===== src/rtl/lsu_resp_if.sv =====
// Core-request / data-bus bundle for lsu_resp. slave = responder view, master = core + memory view.
interface lsu_resp_if #(
  parameter int unsigned ADDR_W = 32
) ();
  logic              req_valid;
  logic              req_ready;
  logic              req_write;
  logic [2:0]        req_op;
  logic [ADDR_W-1:0] req_addr;
  logic [31:0]       req_wdata;
  logic              rsp_valid;
  logic [31:0]       rsp_rdata;
  logic              rsp_err;
  logic              mem_req;
  logic              mem_we;
  logic [ADDR_W-1:0] mem_addr;
  logic [31:0]       mem_wdata;
  logic [3:0]        mem_wstrb;
  logic              mem_gnt;
  logic              mem_rvalid;
  logic [31:0]       mem_rdata;

  modport slave (
    input  req_valid, req_write, req_op, req_addr, req_wdata,
    input  mem_gnt, mem_rvalid, mem_rdata,
    output req_ready, rsp_valid, rsp_rdata, rsp_err,
    output mem_req, mem_we, mem_addr, mem_wdata, mem_wstrb
  );

  modport master (
    output req_valid, req_write, req_op, req_addr, req_wdata,
    output mem_gnt, mem_rvalid, mem_rdata,
    input  req_ready, rsp_valid, rsp_rdata, rsp_err,
    input  mem_req, mem_we, mem_addr, mem_wdata, mem_wstrb
  );
endinterface


===== src/rtl/lsu_resp.sv =====
// Load/store responder: one word-bus transaction per core request, extended load data back.
// Optional LSU_MISALIGN_CHECK_EN turns misaligned halfword/word accesses into errors.
module lsu_resp #(
  parameter int unsigned ADDR_W = 32
) (
  input logic       clk,
  input logic       rst,
  lsu_resp_if.slave bus
);

  typedef enum logic [1:0] {StIdle, StReq, StWait, StResp} state_e;

  state_e            state_q, state_d;
  logic              write_q, write_d;
  logic [2:0]        op_q, op_d;
  logic [1:0]        off_q, off_d;
  logic              mem_req_q, mem_req_d;
  logic              mem_we_q, mem_we_d;
  logic [ADDR_W-1:0] mem_addr_q, mem_addr_d;
  logic [31:0]       mem_wdata_q, mem_wdata_d;
  logic [3:0]        mem_wstrb_q, mem_wstrb_d;
  logic              rsp_valid_q, rsp_valid_d;
  logic [31:0]       rsp_rdata_q, rsp_rdata_d;
  logic              rsp_err_q, rsp_err_d;

  logic              accept;
  logic [1:0]        req_off;
  logic              op_legal;
  logic              misalign;
  logic              req_ok;
  logic [31:0]       st_wdata;
  logic [3:0]        st_wstrb;
  logic [31:0]       ld_shift;
  logic [31:0]       ld_data;

  assign bus.req_ready = (state_q == StIdle) && !rst;
  assign accept        = bus.req_valid && bus.req_ready;
  assign req_off       = bus.req_addr[1:0];
  assign req_ok        = op_legal && !misalign;

  always_comb begin
    op_legal = 1'b0;
    case (bus.req_op)
      3'b000, 3'b001, 3'b010: op_legal = 1'b1;
      3'b100, 3'b101:         op_legal = !bus.req_write;
      default:                op_legal = 1'b0;
    endcase
    misalign = 1'b0;
`ifdef LSU_MISALIGN_CHECK_EN
    misalign = ((bus.req_op[1:0] == 2'b01) && req_off[0]) ||
               ((bus.req_op[1:0] == 2'b10) && (req_off != 2'b00));
`endif
  end

  // Strobes shift within a 4-bit vector, so lanes past byte 3 fall off.
  always_comb begin
    st_wdata = bus.req_wdata;
    st_wstrb = 4'b1111 << req_off;
    case (bus.req_op[1:0])
      2'b00: begin
        st_wdata = {4{bus.req_wdata[7:0]}};
        st_wstrb = 4'b0001 << req_off;
      end
      2'b01: begin
        st_wdata = {2{bus.req_wdata[15:0]}};
        st_wstrb = 4'b0011 << req_off;
      end
      default: ;
    endcase
    if (!bus.req_write) st_wstrb = 4'b0000;
  end

  always_comb begin
    ld_shift = bus.mem_rdata >> {off_q, 3'b000};
    case (op_q)
      3'b000:  ld_data = {{24{ld_shift[7]}}, ld_shift[7:0]};
      3'b100:  ld_data = {24'd0, ld_shift[7:0]};
      3'b001:  ld_data = {{16{ld_shift[15]}}, ld_shift[15:0]};
      3'b101:  ld_data = {16'd0, ld_shift[15:0]};
      3'b010:  ld_data = ld_shift;
      default: ld_data = 32'd0;
    endcase
  end

  always_comb begin
    state_d = state_q;
    case (state_q)
      StIdle:  if (accept) state_d = req_ok ? StReq : StResp;
      StReq:   if (bus.mem_gnt) state_d = StWait;
      StWait:  if (bus.mem_rvalid) state_d = StResp;
      StResp:  state_d = StIdle;
      default: state_d = StIdle;
    endcase
  end

  always_comb begin
    write_d     = write_q;
    op_d        = op_q;
    off_d       = off_q;
    mem_req_d   = mem_req_q;
    mem_we_d    = mem_we_q;
    mem_addr_d  = mem_addr_q;
    mem_wdata_d = mem_wdata_q;
    mem_wstrb_d = mem_wstrb_q;
    rsp_valid_d = rsp_valid_q;
    rsp_rdata_d = rsp_rdata_q;
    rsp_err_d   = rsp_err_q;
    case (state_q)
      StIdle: begin
        if (accept) begin
          write_d = bus.req_write;
          op_d    = bus.req_op;
          off_d   = req_off;
          if (req_ok) begin
            mem_req_d   = 1'b1;
            mem_we_d    = bus.req_write;
            mem_addr_d  = {bus.req_addr[ADDR_W-1:2], 2'b00};
            mem_wdata_d = st_wdata;
            mem_wstrb_d = st_wstrb;
          end else begin
            rsp_valid_d = 1'b1;
            rsp_err_d   = 1'b1;
            rsp_rdata_d = 32'd0;
          end
        end
      end
      StReq: if (bus.mem_gnt) mem_req_d = 1'b0;
      StWait: begin
        if (bus.mem_rvalid) begin
          rsp_valid_d = 1'b1;
          rsp_err_d   = 1'b0;
          rsp_rdata_d = write_q ? 32'd0 : ld_data;
        end
      end
      StResp: begin
        rsp_valid_d = 1'b0;
        rsp_err_d   = 1'b0;
        rsp_rdata_d = 32'd0;
      end
      default: ;
    endcase
  end

  always_ff @(posedge clk) begin
    if (rst) begin
      state_q     <= StIdle;
      write_q     <= 1'b0;
      op_q        <= 3'd0;
      off_q       <= 2'd0;
      mem_req_q   <= 1'b0;
      mem_we_q    <= 1'b0;
      mem_addr_q  <= '0;
      mem_wdata_q <= 32'd0;
      mem_wstrb_q <= 4'd0;
      rsp_valid_q <= 1'b0;
      rsp_rdata_q <= 32'd0;
      rsp_err_q   <= 1'b0;
    end else begin
      state_q     <= state_d;
      write_q     <= write_d;
      op_q        <= op_d;
      off_q       <= off_d;
      mem_req_q   <= mem_req_d;
      mem_we_q    <= mem_we_d;
      mem_addr_q  <= mem_addr_d;
      mem_wdata_q <= mem_wdata_d;
      mem_wstrb_q <= mem_wstrb_d;
      rsp_valid_q <= rsp_valid_d;
      rsp_rdata_q <= rsp_rdata_d;
      rsp_err_q   <= rsp_err_d;
    end
  end

  assign bus.mem_req   = mem_req_q;
  assign bus.mem_we    = mem_we_q;
  assign bus.mem_addr  = mem_addr_q;
  assign bus.mem_wdata = mem_wdata_q;
  assign bus.mem_wstrb = mem_wstrb_q;
  assign bus.rsp_valid = rsp_valid_q;
  assign bus.rsp_rdata = rsp_rdata_q;
  assign bus.rsp_err   = rsp_err_q;

endmodule


===== src/flat_wrapper.sv =====
// flat-port wrapper written by rule: the top's interface ports become plain ports
module lsu_resp_flat 
#(
  parameter int unsigned ADDR_W = 32
)
  (clk, rst, bus_req_valid, bus_req_write, bus_req_op, bus_req_addr, bus_req_wdata, bus_mem_gnt, bus_mem_rvalid, bus_mem_rdata, bus_req_ready, bus_rsp_valid, bus_rsp_rdata, bus_rsp_err, bus_mem_req, bus_mem_we, bus_mem_addr, bus_mem_wdata, bus_mem_wstrb);
  lsu_resp_if #(.ADDR_W(ADDR_W)) bus_i ();
  input logic clk;
  input logic rst;
  input wire logic [$bits(bus_i.req_valid)-1:0] bus_req_valid;
  input wire logic [$bits(bus_i.req_write)-1:0] bus_req_write;
  input wire logic [$bits(bus_i.req_op)-1:0] bus_req_op;
  input wire logic [$bits(bus_i.req_addr)-1:0] bus_req_addr;
  input wire logic [$bits(bus_i.req_wdata)-1:0] bus_req_wdata;
  input wire logic [$bits(bus_i.mem_gnt)-1:0] bus_mem_gnt;
  input wire logic [$bits(bus_i.mem_rvalid)-1:0] bus_mem_rvalid;
  input wire logic [$bits(bus_i.mem_rdata)-1:0] bus_mem_rdata;
  output wire logic [$bits(bus_i.req_ready)-1:0] bus_req_ready;
  output wire logic [$bits(bus_i.rsp_valid)-1:0] bus_rsp_valid;
  output wire logic [$bits(bus_i.rsp_rdata)-1:0] bus_rsp_rdata;
  output wire logic [$bits(bus_i.rsp_err)-1:0] bus_rsp_err;
  output wire logic [$bits(bus_i.mem_req)-1:0] bus_mem_req;
  output wire logic [$bits(bus_i.mem_we)-1:0] bus_mem_we;
  output wire logic [$bits(bus_i.mem_addr)-1:0] bus_mem_addr;
  output wire logic [$bits(bus_i.mem_wdata)-1:0] bus_mem_wdata;
  output wire logic [$bits(bus_i.mem_wstrb)-1:0] bus_mem_wstrb;
  assign bus_i.req_valid = bus_req_valid;
  assign bus_i.req_write = bus_req_write;
  assign bus_i.req_op = bus_req_op;
  assign bus_i.req_addr = bus_req_addr;
  assign bus_i.req_wdata = bus_req_wdata;
  assign bus_i.mem_gnt = bus_mem_gnt;
  assign bus_i.mem_rvalid = bus_mem_rvalid;
  assign bus_i.mem_rdata = bus_mem_rdata;
  assign bus_req_ready = bus_i.req_ready;
  assign bus_rsp_valid = bus_i.rsp_valid;
  assign bus_rsp_rdata = bus_i.rsp_rdata;
  assign bus_rsp_err = bus_i.rsp_err;
  assign bus_mem_req = bus_i.mem_req;
  assign bus_mem_we = bus_i.mem_we;
  assign bus_mem_addr = bus_i.mem_addr;
  assign bus_mem_wdata = bus_i.mem_wdata;
  assign bus_mem_wstrb = bus_i.mem_wstrb;
  lsu_resp #(.ADDR_W(ADDR_W)) u_core (.clk(clk), .rst(rst), .bus(bus_i));
endmodule

===== config.mk =====
export PLATFORM = sky130hd
export DESIGN_NAME = lsu_resp_flat
export DESIGN_NICKNAME = d
export VERILOG_FILES = /design/src/rtl/lsu_resp_if.sv /design/src/rtl/lsu_resp.sv /design/src/flat_wrapper.sv
export SDC_FILE = /design/constraint.sdc
export NUM_CORES = 1
export LEC_CHECK = 0
export ABC_AREA = 1
export ABC_CLOCK_PERIOD_IN_PS = 3700
export BUFFER_PORTS_ARGS = -buffer_cell sky130_fd_sc_hd__buf_2
export CORE_MARGIN = 5
export CORE_UTILIZATION = 45
export DETAILED_ROUTE_END_ITERATION = 16
export PLACE_DENSITY = 0.74
export REMOVE_ABC_BUFFERS = 1
export SETUP_SLACK_MARGIN = 0.15
export SYNTH_ARGS = -nofsm -noshare
export SYNTH_HDL_FRONTEND = slang
export SYNTH_SLANG_ARGS = --single-unit

===== constraint.sdc =====
create_clock -name clk -period 3.7 [get_ports clk]
set_input_delay 0.555 -clock clk [delete_from_list [all_inputs] [get_ports clk]]
set_output_delay 0.555 -clock clk [all_outputs]
set_load 0.03 [all_outputs]

-- Yosys cells after proc, flatten, opt, wreduce, memory -nomap -nowiden
Index checks and enable logic that the tools add are counted.
- bits in registers: 110
- bits in writable memories: 0
- input port bits: 105
- ROM bits: 0
- memories kept: 0
- latch bits: 0
- order comparisons: 0
- bitwise logic cells: 0
- reductions and logical operators: 17
- add/subtract/negate cells: 0
- equal/unequal tests: 17
- $mul: 0
- mux-type cells: 25
- divide/modulo/power cells: 0
- shift operators: 4
- operators by type and width (operator ; number):
    32-bit case mux with 5 select lines ; 1
    32-bit two-way mux ; 4
    32-bit case mux with 3 select lines ; 1
    32-bit case mux with 2 select lines ; 1
    32-bit by 5-bit >> shifter with 32-bit output ; 1
    3-bit == test, second input constant ; 4
    2-bit two-way mux ; 4
    2-bit case mux with 4 select lines ; 1
    4-bit case mux with 2 select lines ; 1
    4-bit AND reduction ; 2
    1-bit two-way mux ; 7
    3-bit by 1-bit == test with 1-bit output, second input constant ; 2
    3-bit by 2-bit == test with 1-bit output, second input constant ; 2
    3-bit zero test ; 2
    2-bit inequality test, second input constant ; 3
    1-bit case mux with 3 select lines ; 2
    3-bit AND reduction ; 2
    2-bit by 1-bit == test with 1-bit output, second input constant ; 2
    2-bit == test, second input constant ; 2
    2-bit zero test ; 2
    4-bit two-way mux ; 1
    2-bit by 1-bit inequality test with 1-bit output, second input constant ; 2
    1-bit case mux with 2 select lines ; 2
    1-bit by 2-bit << shifter with 4-bit output, first input constant ; 1
    9 further kinds ; 11

-- Depth between registers and ports, before layout
Gate-level depths: netlist (run 1).
- depth in word-level cells: 6
- mapped depth: 12

-- Worst setup path before layout (run 1)
Ideal clock, no wire load.
- path kind: input port to flip-flop
- from: in rst
- to: reg u_core.mem_wdata_q[14], in the netlist u_core.bus.mem_wdata[14]
- data arrival time: 1.647 ns
- slack: 1.931 ns
- required time: 3.578 ns
- cell stages on the path: 9
- library setup time: 0.122 ns
- buffers on the path: 3
- cells stage by stage: buf_2 > nor2_4 > nand2_1 > inv_2 > nand2_4 > inv_2 > buf_4 > buf_2 > a21oi_1
- word-level cells in the longest chain between the ends: 4
- RTL lines (what ; line ; RTL):
    start, declared ; flat_wrapper.sv:9 ; input logic rst;
    1-bit zero test ; lsu_resp.sv:36 ; assign bus.req_ready = (state_q == StIdle) && !rst;
    1-bit logical AND ; lsu_resp.sv:36 ;
    net bus_req_ready ; flat_wrapper.sv:18 ; output wire logic [$bits(bus_i.req_ready)-1:0] bus_req_ready;
    1-bit logical AND ; lsu_resp.sv:37 ; assign accept = bus.req_valid && bus.req_ready;
    3-bit AND reduction (no source line) ; - ;
    end signal, assigned ; lsu_resp.sv:166 ; mem_wdata_q <= mem_wdata_d;
    end, declared ; lsu_resp.sv:20 ; logic [31:0] mem_wdata_q, mem_wdata_d;
The timed path passes the listed nets, and every way through them passes these cells.
A chain may end at the register's enable or synchronous reset.

-- Final worst setup path (run 1)
- from: reg u_core.state_q[0]
- to: reg u_core.mem_addr_q[21], in the netlist u_core.bus.mem_addr[21]
- word-level cells in the longest chain between the ends: 4
- RTL lines (what ; line ; RTL):
    start, declared ; lsu_resp.sv:13 ; state_e state_q, state_d;
    start signal, assigned ; lsu_resp.sv:146 ; state_q <= StIdle;
    start signal, assigned ; lsu_resp.sv:159 ; state_q <= state_d;
    2-bit zero test * ; lsu_resp.sv:36, lsu_resp.sv:108 ;
    1-bit logical AND ; lsu_resp.sv:36 ;
    1-bit logical AND ; lsu_resp.sv:37 ;
    3-bit AND reduction (no source line) * ; - ;
    end signal, assigned ; lsu_resp.sv:165 ; mem_addr_q <= mem_addr_d;
    end, declared ; lsu_resp.sv:19 ; logic [ADDR_W-1:0] mem_addr_q, mem_addr_d;
Mark *: on every way between the ends. The rest lies on a longest branch, timed or not.

==> impl_summary.txt, run 1 <==
----------------------------------------------------
[Placed design]
  HPWL after detailed placement ... 10.76 mm
  Input/output buffers ... 207
  Pre-CTS worst setup slack ... 0.9773 ns
  RePlAce Congestion ... 0.8319
  Number of instances in the placed design ... 1031

[Routing]
  Drt first pass iters ... 6
  Detailed-route DRC error count ... 0
  Vias post-DR ... 5387
  Total length of routed wires ... 15.09 mm
  DR iter-0 viols ... 459
  Per-cell routed wire length ... 14.41 um
  Post-route antenna net violation count ... 0
  Number of vias per cell ... 5.145

[Critical path]
  Worst endpoint required time ... 3.98 ns
  Worst stage delay on the critical path ... 0.68 ns
  Crit-path most repeated cell ... inv_2
  R2R setup slack ... 0.98 ns
  Worst-path cell chain ... inv_1 > ha_1 > inv_2 > nor2_4 > nand2_1 > inv_2 > nand2_4 > inv_2 > buf_4 > nor2_1 > nor2_1
  Critical Path End Type ... flop
  Worst-path cell with the longest stage delay ... inv_2
  Critical Path Source Type ... flop
  CP top delay family ... buffers and inverters
  Critical path buffer and inverter count ... 5
  Crit-path max FO ... 56
  Data arrival, critical path ... 3.00 ns
  Crit path kind ... reg2reg

[Timing]
  Sum of negative setup slack ... 0 ns
  Worst relative slew slack ... 42.58%
  Maximum frequency from static timing analysis ... 367.6 MHz
  Post-route worst setup slack ... 0.9794 ns
  Fin Hold WS ... 0.4518 ns
  Final setup violation count ... 0
  RSZ-0062 raised after global routing ... no
  Final setup skew ... 0.007805 ns
  Final Hold Violating Endpoints ... 0
  Period Utilization, post-route ... 73.53%
  Transition time of the tightest slew-check pin ... 0.8589 ns
  Clock period minus final worst setup slack ... 2.721 ns
  Max-slew violation total from the final report ... 0

[Die]
  X dimension of the die ... 116.0 um
  Core footprint ... 10940 um2
  Std-Cell Rows ... 38
  Boundary pin count ... 210
  Floorplan die height ... 116.0 um
  Starting density of the core ... 46.27%
  Area of the die ... 13470 um2

[Clock network]
  Total of hold buffers inserted after clock tree synthesis ... 0
  Setup fix buffers added after clock tree synthesis ... 0
  Number of gates resized after cts ... 0
  TritonCTS clock tree ... built
  Sink Count ... 110
  Num CTS Buffers ... 9
  H-tree lvl count ... 3
  Clock slew at the register clock pins of the worst setup and hold paths ... 0.09 ns
  Master cell of the clock root buffer ... clkbuf_16
  Clock network latency to the later pin of the worst-skew pair ... 0.35 ns
  CTS max path bufs ... 2

[Global route]
  Met3 usage in global routing ... 7.258%
  Most Crowded Layer GR ... met2
  Aggregate global routing overflow ... 0
  All-Layer GR Usage ... 21.75%
  Initial antenna violation count ... 1
  Via count of the first global-routing pass ... 4912
  Global-route wire length before repair ... 23.69 mm
  Met1 routing resource usage after global routing ... 28.32%
  Met2 usage in global routing ... 34.98%
  Largest net degree at the start of global routing ... 71

[Cells and area]
  Ratio of cells with drive above 1 in the final layout ... 27.34%
  Antenna fix cells ... 0
  Number of nets at the end of the flow ... 1012
  Synth-to-Final Area Change ... 25.67%
  Final cell count without fillers ... 1047
  Fill count ... 1080

[Min path]
  Classification of the worst-slack hold path ... in2reg

[Yosys]
  Post-synth top area share ... 43.52%
  Mean post-synth cell area ... 6.941 um2
  Number of distinct library cells after synthesis ... 30
  Most frequent cell after synthesis ... nand2_1
  Post-synthesis async set-or-reset flop share ... 0%
  Post-synthesis instance total ... 729
  Cell types with the highest counts after synthesis ... nand2_1 (177), dfxtp_1 (110), nor2_1 (107)
  Cell accounting for the most synthesized area ... dfxtp_1
  Post-synthesis sequential element count ... 110
  Portion of the post-synthesis area used by sequential elements ... 43.52%
  Most used DFF post-synth ... dfxtp_1
  Mapped Area ... 5060 um2
  Synth Warn # ... 0
  Top cells by area, synth ... dfxtp_1 (44%), nand2_1 (13%), nor2_1 (7.9%), a21oi_1 (7.5%), o21ai_0 (7.2%)
  Count of flip-flops with a built-in enable after synthesis ... 0

[Status]
  Result of the run ... finished, final reports clean

[Pwr]
  Power per Cell Area ... 581.3 nW/um2
  Worst ir drop on vdd ... 0.2786 mV
  Static leakage ... 3.124 nW

[Flow run]
  Reported max-cap violation count ... 0

----------------------------------------------------
layer usage:
metal | wire length (um) | vias to the layer above
li1 | - | 2730
met2 | 6957 | 236
met3 | 1777 | 16
met1 | 6196 | 2403
met4 | 139 | 2
met5 | 20 | -
where the power goes:
part	internal [mW]	switching (mW)	leakage, nW
sequential	1.33	0.0768	0.894
clock	0.479	0.488	0.143
combinational	0.393	0.930	2.09
cell usage in the layout (no fill, tap or decap), types with 2 or more instances in the layout:
| cell | instances |
|---|---|
| a21oi_1 | 76 |
| nand3_1 | 59 |
| inv_1 | 22 |
| conb_1 | 2 |
| buf_2 | 207 |
| nand2_1 | 177 |
| inv_8 | 2 |
| clkbuf_16 | 9 |
| nand2_2 | 2 |
| nand2_4 | 3 |
| nor2_1 | 107 |
| o21ai_1 | 6 |
| o211ai_1 | 2 |
| nor3_1 | 2 |
| inv_2 | 5 |
| dfxtp_1 | 110 |
| o211a_1 | 7 |
| ha_1 | 5 |
| nor2_4 | 2 |
| inv_4 | 2 |
| buf_4 | 7 |
| nor2_2 | 2 |
| o31ai_1 | 7 |
| o21ai_0 | 73 |
| inv_6 | 2 |
metrics by stage:
| step | total power, mW | area, um2 | utilization, % |
|---|---|---|---|
| after detailed placement | 2.758 | 6061 | 55.42 |
| final | 3.696 | 6359 | 58.15 |
| after CTS | 3.719 | 6359 | 58.15 |
| after global placement | 2.750 | 6061 | 55.42 |
| after global routing | 3.936 | 6359 | 58.15 |
| after floorplan | 2.349 | 4797 | - |
cells by family (layout without fill, tap and decap cells):
kind of cell | Yosys count | count (layout) | share of synthesized area (%)
compound gates | 174 | 174 | 18.50
fa+ha+maj | 5 | 5 | 1.236
buf+inv | 82 | 259 | 7.517
flops | 110 | 110 | 43.52
other cells | 1 | 2 | 0.07411
simple gates | 357 | 357 | 29.15
worst register-to-register path: stages (launching register included):
cell and delay, ns:
dfxtp_1 0.33, inv_1 0.12, ha_1 0.24, inv_2 0.08, nor2_4 0.08, nand2_1 0.20, inv_2 0.14, nand2_4 0.24
inv_2 0.68, buf_4 0.38, nor2_1 0.07, nor2_1 0.09
cell type report:
class,instances,area [um2],area share (%)
clock inverter,7,72.57,1.141
timing repair buffer,214,1089,17.12
multi-input combinational,538,2481,39.02
sequential,110,2202,34.63
clock buffer,9,225.2,3.542
inverter,29,113.9,1.791
tap,140,175.2,2.755
registers in the layout, indices dropped and copies added, names as in the netlist:
name / cells
u_core.bus.rsp_rdata: 32
u_core.op_q: 3
u_core.off_q: 2
u_core.bus.mem_we: 1
u_core.bus.mem_addr: 30
u_core.bus.mem_wdata: 32
u_core.bus.rsp_err: 1
u_core.write_q: 1
u_core.bus.mem_wstrb: 4
u_core.bus.mem_req: 1
u_core.state_q: 2
u_core.bus.rsp_valid: 1
worst paths after layout:
check                               start  cells after the start                 endpoint
setup / recovery        u_core.state_q[0]                     11  u_core.bus.mem_addr[21]
hold / removal            bus_req_addr[3]                      3   u_core.bus.mem_addr[3]
setup reg to reg        u_core.state_q[0]                     11  u_core.bus.mem_addr[21]
hold reg to reg   u_core.bus.rsp_rdata[6]                      2  u_core.bus.rsp_rdata[6]
(Power assumes the default switching activity.)
==> run 2: changes to the inputs <==
Settings changed: ABC_CLOCK_PERIOD_IN_PS 3700 to 2650.
Clock period 3.7 ns to 2.65 ns, I/O delays scaled along.
==> impl_summary.txt, run 2 (same netlist as run 1, synthesis figures left out) <==
----------------------------------------------------
[Placed design]
  HPWL after detailed placement ... 10.98 mm (+2.1%)
  Input/output buffers ... 207 (unchanged)
  RePlAce Congestion ... 0.8626 (+3.7%)

[Timing]
  Period Utilization, post-route ... 81.59% (+8.1 points)
  Worst relative slew slack ... 55.04% (+12 points)
  Clock period minus final worst setup slack ... 2.162 ns (-0.5585 ns)
  RSZ-0062 raised after global routing ... no
  Sum of negative setup slack ... 0 ns (unchanged)
  Maximum frequency from static timing analysis ... 462.5 MHz (+26%)
  Max-slew violation total from the final report ... 0 (unchanged)
  Final setup violation count ... 0 (unchanged)
  Fin Hold WS ... 0.2940 ns (-0.1579 ns)
  Final Hold Violating Endpoints ... 0 (unchanged)
  Transition time of the tightest slew-check pin ... 0.6728 ns (-0.1861 ns)
  Final setup skew ... 0.01028 ns (+0.002471 ns)

[Routing]
  Vias post-DR ... 5418 (+0.58%)
  Drt first pass iters ... 5 (-1)
  Post-route antenna net violation count ... 0 (unchanged)
  Total length of routed wires ... 15.26 mm (+1.1%)
  DR iter-0 viols ... 463 (+0.87%)
  Number of vias per cell ... 5.165 (+0.38%)
  Per-cell routed wire length ... 14.54 um (+0.91%)
  Detailed-route DRC error count ... 0 (unchanged)

[Critical path]
  Reg2Reg Launch Point ... u_core.state_q[1]
  Critical Path Source Type ... flop
  Worst stage delay on the critical path ... 0.33 ns (-0.35 ns)
  Worst endpoint required time ... 2.90 ns (-1.08 ns)
  Critical Path End Type ... flop
  Crit-path most repeated cell ... inv_2
  Data arrival, critical path ... 2.41 ns (-0.59 ns)
  Worst-path cell chain ... inv_1 > ha_1 > inv_2 > nor2_4 > nand2_1 > inv_2 > nand2_4 > inv_2 > buf_12 > nand3_1 > o211a_1
  CP top delay family ... buffers and inverters
  Crit-path max FO ... 50 (-11%)
  Worst-path cell with the longest stage delay ... dfxtp_1
  Crit path kind ... reg2reg
  Critical path buffer and inverter count ... 5 (unchanged)
  Critical path launch point ... u_core.state_q[1]

[Clock network]
  Master cell of the clock root buffer ... clkbuf_16
  Num CTS Buffers ... 9 (unchanged)
  Sink Count ... 110 (unchanged)
  H-tree lvl count ... 3 (unchanged)
  Setup fix buffers added after clock tree synthesis ... 0 (unchanged)
  CTS max path bufs ... 2 (unchanged)
  Number of gates resized after cts ... 0 (unchanged)
  Clock slew at the register clock pins of the worst setup and hold paths ... 0.07 ns (-0.02 ns)
  Total of hold buffers inserted after clock tree synthesis ... 0 (unchanged)
  TritonCTS clock tree ... built
  Clock network latency to the later pin of the worst-skew pair ... 0.35 ns (about the same)

[Cells and area]
  Synth-to-Final Area Change ... 26.48%
  Antenna fix cells ... 0 (unchanged)
  Number of nets at the end of the flow ... 1015 (+0.30%)
  Leading cell type in the layout, fill and taps excluded ... buf_2
  Ratio of cells with drive above 1 in the final layout ... 27.50% (+0.16 points)
  Commonest non-fill, non-tap cells in the layout ... buf_2 (207), nand2_1 (177), dfxtp_1 (110)

[Global route]
  Via count of the first global-routing pass ... 4842 (-1.4%)
  Initial antenna violation count ... 1 (unchanged)
  Aggregate global routing overflow ... 0 (unchanged)
  All-Layer GR Usage ... 21.93% (+0.18 points)
  Global-route wire length before repair ... 23.75 mm (+0.26%)
  Largest net degree at the start of global routing ... 71 (unchanged)

[Pwr]
  Static leakage ... 3.147 nW (+0.74%)
  Power per Cell Area ... 818.5 nW/um2 (+41%)
  Worst ir drop on vdd ... 0.5059 mV (+82%)

[Die]
  X dimension of the die ... 116.0 um (unchanged)
  Area of the die ... 13470 um2 (unchanged)
  Core footprint ... 10940 um2 (unchanged)
  Floorplan die height ... 116.0 um (unchanged)
  Boundary pin count ... 210 (unchanged)
  Starting density of the core ... 46.27% (unchanged)
  Std-Cell Rows ... 38 (unchanged)

[Status]
  Result of the run ... finished, final reports clean

[Min path]
  Startpoint of the worst hold path ... bus_req_addr[18]
  Classification of the worst-slack hold path ... in2reg

[Flow run]
  Reported max-cap violation count ... 0 (unchanged)

----------------------------------------------------
[run 2: cell types whose count changed in the layout (fill, tap and decap cells not counted), sizes merged]
cell / change
buf: +3
bufinv: +1
clkbuf: +1
clkinv: -1
clkinvlp: -1
inv: -1
[run 2: through the flow]
stage / util [%] / cells / setup slack [ns] / instance area [um2] / total power, mW
6_report: 58.52 / 1049 / 0.4879 / 6400 / 5.238
5_1_grt: 58.52 / 1049 / 0.2751 / 6400 / 5.570
4_1_cts: 58.52 / 1049 / 0.4837 / 6400 / 5.266
3_5_place_dp: 55.74 / 1034 / 0.4947 / 6096 / 3.874
3_3_place_gp: 55.74 / 1034 / 0.5624 / 6096 / 3.862
2_1_floorplan: - / 677 / 0.1502 / 4797 / 3.280
[run 2: area by class of cell]
cell class              count  area [um2]
fillers                  1062        4536
inverters                  29       113.9
repair buffers            217        1124
multi-input cells         538        2481
clock inverters             5       65.06
clock buffers              10       239.0
flip-flops and latches    110        2202
well taps                 140       175.2
[run 2: layer usage]
metal  wire [um]  global-route usage, %  share of wire, %
met4         147                  3.944              0.96
met3        1627                  9.086                11
met2        7134                  35.67                47
met1        6334                  27.72                42
met5          13                      0             0.085
[run 2: final timing paths]
path / depth (start not counted) / endpoint / slack [ns]
worst max-delay path: 11 / u_core.bus.mem_wdata[21] / 0.49
worst min-delay path: 3 / u_core.bus.mem_addr[18] / 0.29
worst max register to register: 11 / u_core.bus.mem_wdata[21] / 0.49
worst min register to register: 2 / u_core.bus.rsp_rdata[19] / 0.46
[run 2: worst reg2reg max path, stage by stage, from the launching register on]
cell     delay (ns)
dfxtp_1        0.33
inv_1          0.12
ha_1           0.23
inv_2          0.08
nor2_4         0.08
nand2_1        0.20
inv_2          0.15
nand2_4        0.05
inv_2          0.31
buf_12         0.29
nand3_1        0.11
o211a_1        0.12
[run 2: power by group]
group | internal, mW | total [mW] | switching [mW]
logic | 0.567 | 1.86 | 1.30
registers | 1.86 | 1.97 | 0.119
clock network | 0.767 | 1.40 | 0.632
total | 3.19 | 5.24 | 2.05
==> run 3: changes to the inputs <==
Settings changed: ABC_CLOCK_PERIOD_IN_PS 2650 to 1900, CORE_UTILIZATION 45 to 44, PLACE_DENSITY 0.74 to 0.75.
Clock period 2.65 ns to 1.9 ns, I/O delays scaled along.
==> impl_summary.txt, run 3 (same netlist as run 1, synthesis figures left out) <==
----------------------------------------------------
[Routing]
  Drt first pass iters ... 7 (+2)
  Number of vias per cell ... 5.137 (-0.54%)
  Met3 wire len ... 1.720 mm (+5.7%)
  DR iter-0 viols ... 480 (+3.7%)
  Total length of routed wires ... 15.87 mm (+4.0%)
  Metal1 wirelength ... 6.413 mm (+1.2%)
  Detailed-route DRC error count ... 0 (unchanged)
  Post-route antenna net violation count ... 0 (unchanged)
  Per-cell routed wire length ... 14.78 um (+1.6%)
  Top routing layer in use ... met5
  Met2 layer wire length in the routed design ... 7.349 mm (+3.0%)
  Vias post-DR ... 5517 (+1.8%)

[Die]
  X dimension of the die ... 117.2 um (+1.0%)
  Floorplan die height ... 117.2 um (+1.0%)
  Starting density of the core ... 44.69% (-1.6 points)
  Core footprint ... 11320 um2 (+3.5%)
  Boundary pin count ... 210 (unchanged)
  Area of the die ... 13740 um2 (+2.1%)
  Std-Cell Rows ... 39 (+2.6%)

[Pwr]
  Worst ir drop on vdd ... 0.5416 mV (+7.1%)
  Comb power frac ... 39.6% (+4.0 points)
  Power Total ... 7.707 mW (+47%)
  Flop pwr share ... 36.1% (-1.6 points)
  Switching Fraction ... 39.99% (+0.88 points)
  Clock share of power ... 24.4% (-2.3 points)
  Static leakage ... 3.294 nW (+4.7%)
  Total net switching power ... 3.082 mW (+50%)
  Power per Cell Area ... 1138 nW/um2 (+39%)
  Internal Power ... 4.625 mW (+45%)

[Min path]
  Classification of the worst-slack hold path ... in2reg

[Clock network]
  TritonCTS clock tree ... built
  Clock network latency to the later pin of the worst-skew pair ... 0.35 ns (about the same)
  CTS max path bufs ... 2 (unchanged)
  Num CTS Buffers ... 9 (unchanged)
  Sink Count ... 110 (unchanged)
  Total of hold buffers inserted after clock tree synthesis ... 0 (unchanged)
  Master cell of the clock root buffer ... clkbuf_16
  Clock slew at the register clock pins of the worst setup and hold paths ... 0.08 ns (about the same)
  H-tree lvl count ... 3 (unchanged)

[Placed design]
  HPWL after detailed placement ... 11.08 mm (+0.83%)
  DP Area ... 6232 um2 (+2.2%)
  Input/output buffers ... 207 (unchanged)
  RePlAce Congestion ... 0.8518 (-1.3%)
  Pre-CTS worst setup slack ... 0.1015 ns (-0.3932 ns)
  Number of instances in the placed design ... 1048 (+1.4%)

[Timing]
  Final setup skew ... 0.009861 ns (-0.0004156 ns)
  Post-route worst setup slack ... 0.2328 ns (-0.2551 ns)
  Max-slew violation total from the final report ... 0 (unchanged)
  Final Hold Violating Endpoints ... 0 (unchanged)
  Fin Hold WS ... 0.1768 ns (-0.1172 ns)
  Period Utilization, post-route ... 87.75% (+6.2 points)
  Clock period minus final worst setup slack ... 1.667 ns (-0.4949 ns)
  RSZ-0062 raised after global routing ... no
  Maximum frequency from static timing analysis ... 599.8 MHz (+30%)
  Final setup violation count ... 0 (unchanged)

[Critical path]
  Critical Path Source Type ... flop
  Critical Path End Type ... flop
  Reg2Reg Launch Point ... u_core.state_q[1]
  Crit path kind ... reg2reg
  CP endpoint ... u_core.bus.rsp_rdata[13]
  Crit-path max FO ... 8 (-84%)
  R2R setup slack ... 0.23 ns (-0.26 ns)
  Data arrival, critical path ... 1.95 ns (-0.46 ns)
  Critical path launch point ... u_core.state_q[1]
  Reg-to-Reg End ... u_core.bus.rsp_rdata[13]
  Number of cells on the worst reg-to-reg path ... 9 (-2)
  Worst endpoint required time ... 2.18 ns (-0.72 ns)

[Global route]
  Largest net degree at the start of global routing ... 71 (unchanged)
  Initial antenna violation count ... 2 (+1)
  Aggregate global routing overflow ... 0 (unchanged)
  All-Layer GR Usage ... 21.47% (-0.46 points)
  Global-route wire length before repair ... 23.55 mm (-0.84%)
  Via count of the first global-routing pass ... 4932 (+1.9%)

[Cells and area]
  Synth-to-Final Area Change ... 33.90%
  Ratio of cells with drive above 1 in the final layout ... 30.93% (+3.4 points)
  Commonest non-fill, non-tap cells in the layout ... buf_2 (207), nand2_1 (176), dfxtp_1 (108)
  Antenna fix cells ... 0 (unchanged)
  Final cell count without fillers ... 1074 (+2.4%)
  Number of nets at the end of the flow ... 1036 (+2.1%)
  Leading cell type in the layout, fill and taps excluded ... buf_2
  Fill count ... 1097 (+3.3%)
  Final Cell Area ... 6775 um2 (+5.9%)

[Flow run]
  Reported max-cap violation count ... 0 (unchanged)

[Status]
  Result of the run ... finished, final reports clean

----------------------------------------------------
run 3: cell count changes in the layout (fill, tap and decap cells not counted), sizes merged:
cell and change:
buf +18, clkinv +2, clkbuf +2, bufinv -1, inv +1
run 3: final cells by class:
cell class                 count  area, um2  share of cell area [%]
multi-input combinational    538       2570                   37.93
sequential                   110       2210                   32.61
timing repair buffer         238       1395                   20.59
clock buffer                   9      225.2                   3.324
tap                          143      178.9                   2.641
inverter                      29      131.4                   1.939
clock inverter                 7      65.06                  0.9603
run 3: per-layer routing:
metal / up-vias / GRT usage [%]
li1: 2776 / -
met1: 2472 / 25.98
met2: 232 / 35.14
met3: 33 / 8.072
met4: 4 / 7.263
met5: - / 0
run 3: worst min-delay path by stage:
stage	start	to	slack [ns]	depth (start not counted)
after floorplan	rst	u_core.bus.mem_we	0.35	1
after global placement	u_core.bus.rsp_rdata[1]	u_core.bus.rsp_rdata[1]	0.45	2
after detailed placement	u_core.bus.rsp_rdata[22]	u_core.bus.rsp_rdata[22]	0.45	2
after CTS	bus_req_addr[16]	u_core.bus.mem_addr[16]	0.17	3
after global routing	bus_req_addr[5]	u_core.bus.mem_addr[5]	0.18	3
final	bus_req_addr[26]	u_core.bus.mem_addr[26]	0.18	3
run 3: worst max-delay path, stage by stage, from the launching register on:
cell and delay, ns:
dfxtp_4 0.39, inv_6 0.05, ha_4 0.15, o21bai_4 0.17, nor2_4 0.12, nand2_4 0.07, nor2_4 0.25, clkbuf_16 0.22
nand2_1 0.05, a21oi_1 0.12
run 3: timing repair:
item	in CTS	in global routing
gates resized for setup	3	32
endpoints found under the setup margin	15	98
buffers inserted	0	6
pin swaps	0	4
gates cloned	0	4
run 3: power groups by stage:
stage | Clock (mW) | Sequential (mW) | Combinational, mW
3_5_place_dp | 0 | 2.79 | 2.70
4_1_cts | 1.91 | 2.75 | 2.72
3_3_place_gp | 0 | 2.79 | 2.67
5_1_grt | 2.00 | 2.81 | 3.36
6_report | 1.88 | 2.78 | 3.05
2_1_floorplan | 0 | 3.29 | 1.29
run 3: per-stage QoR:
stage          setup TNS (ns)  util (%)
4_1_cts                     0     57.69
5_1_grt                     0     59.85
3_3_place_gp                0     55.05
2_1_floorplan          -37.56         -
3_5_place_dp                0     55.05
6_report                    0     59.85
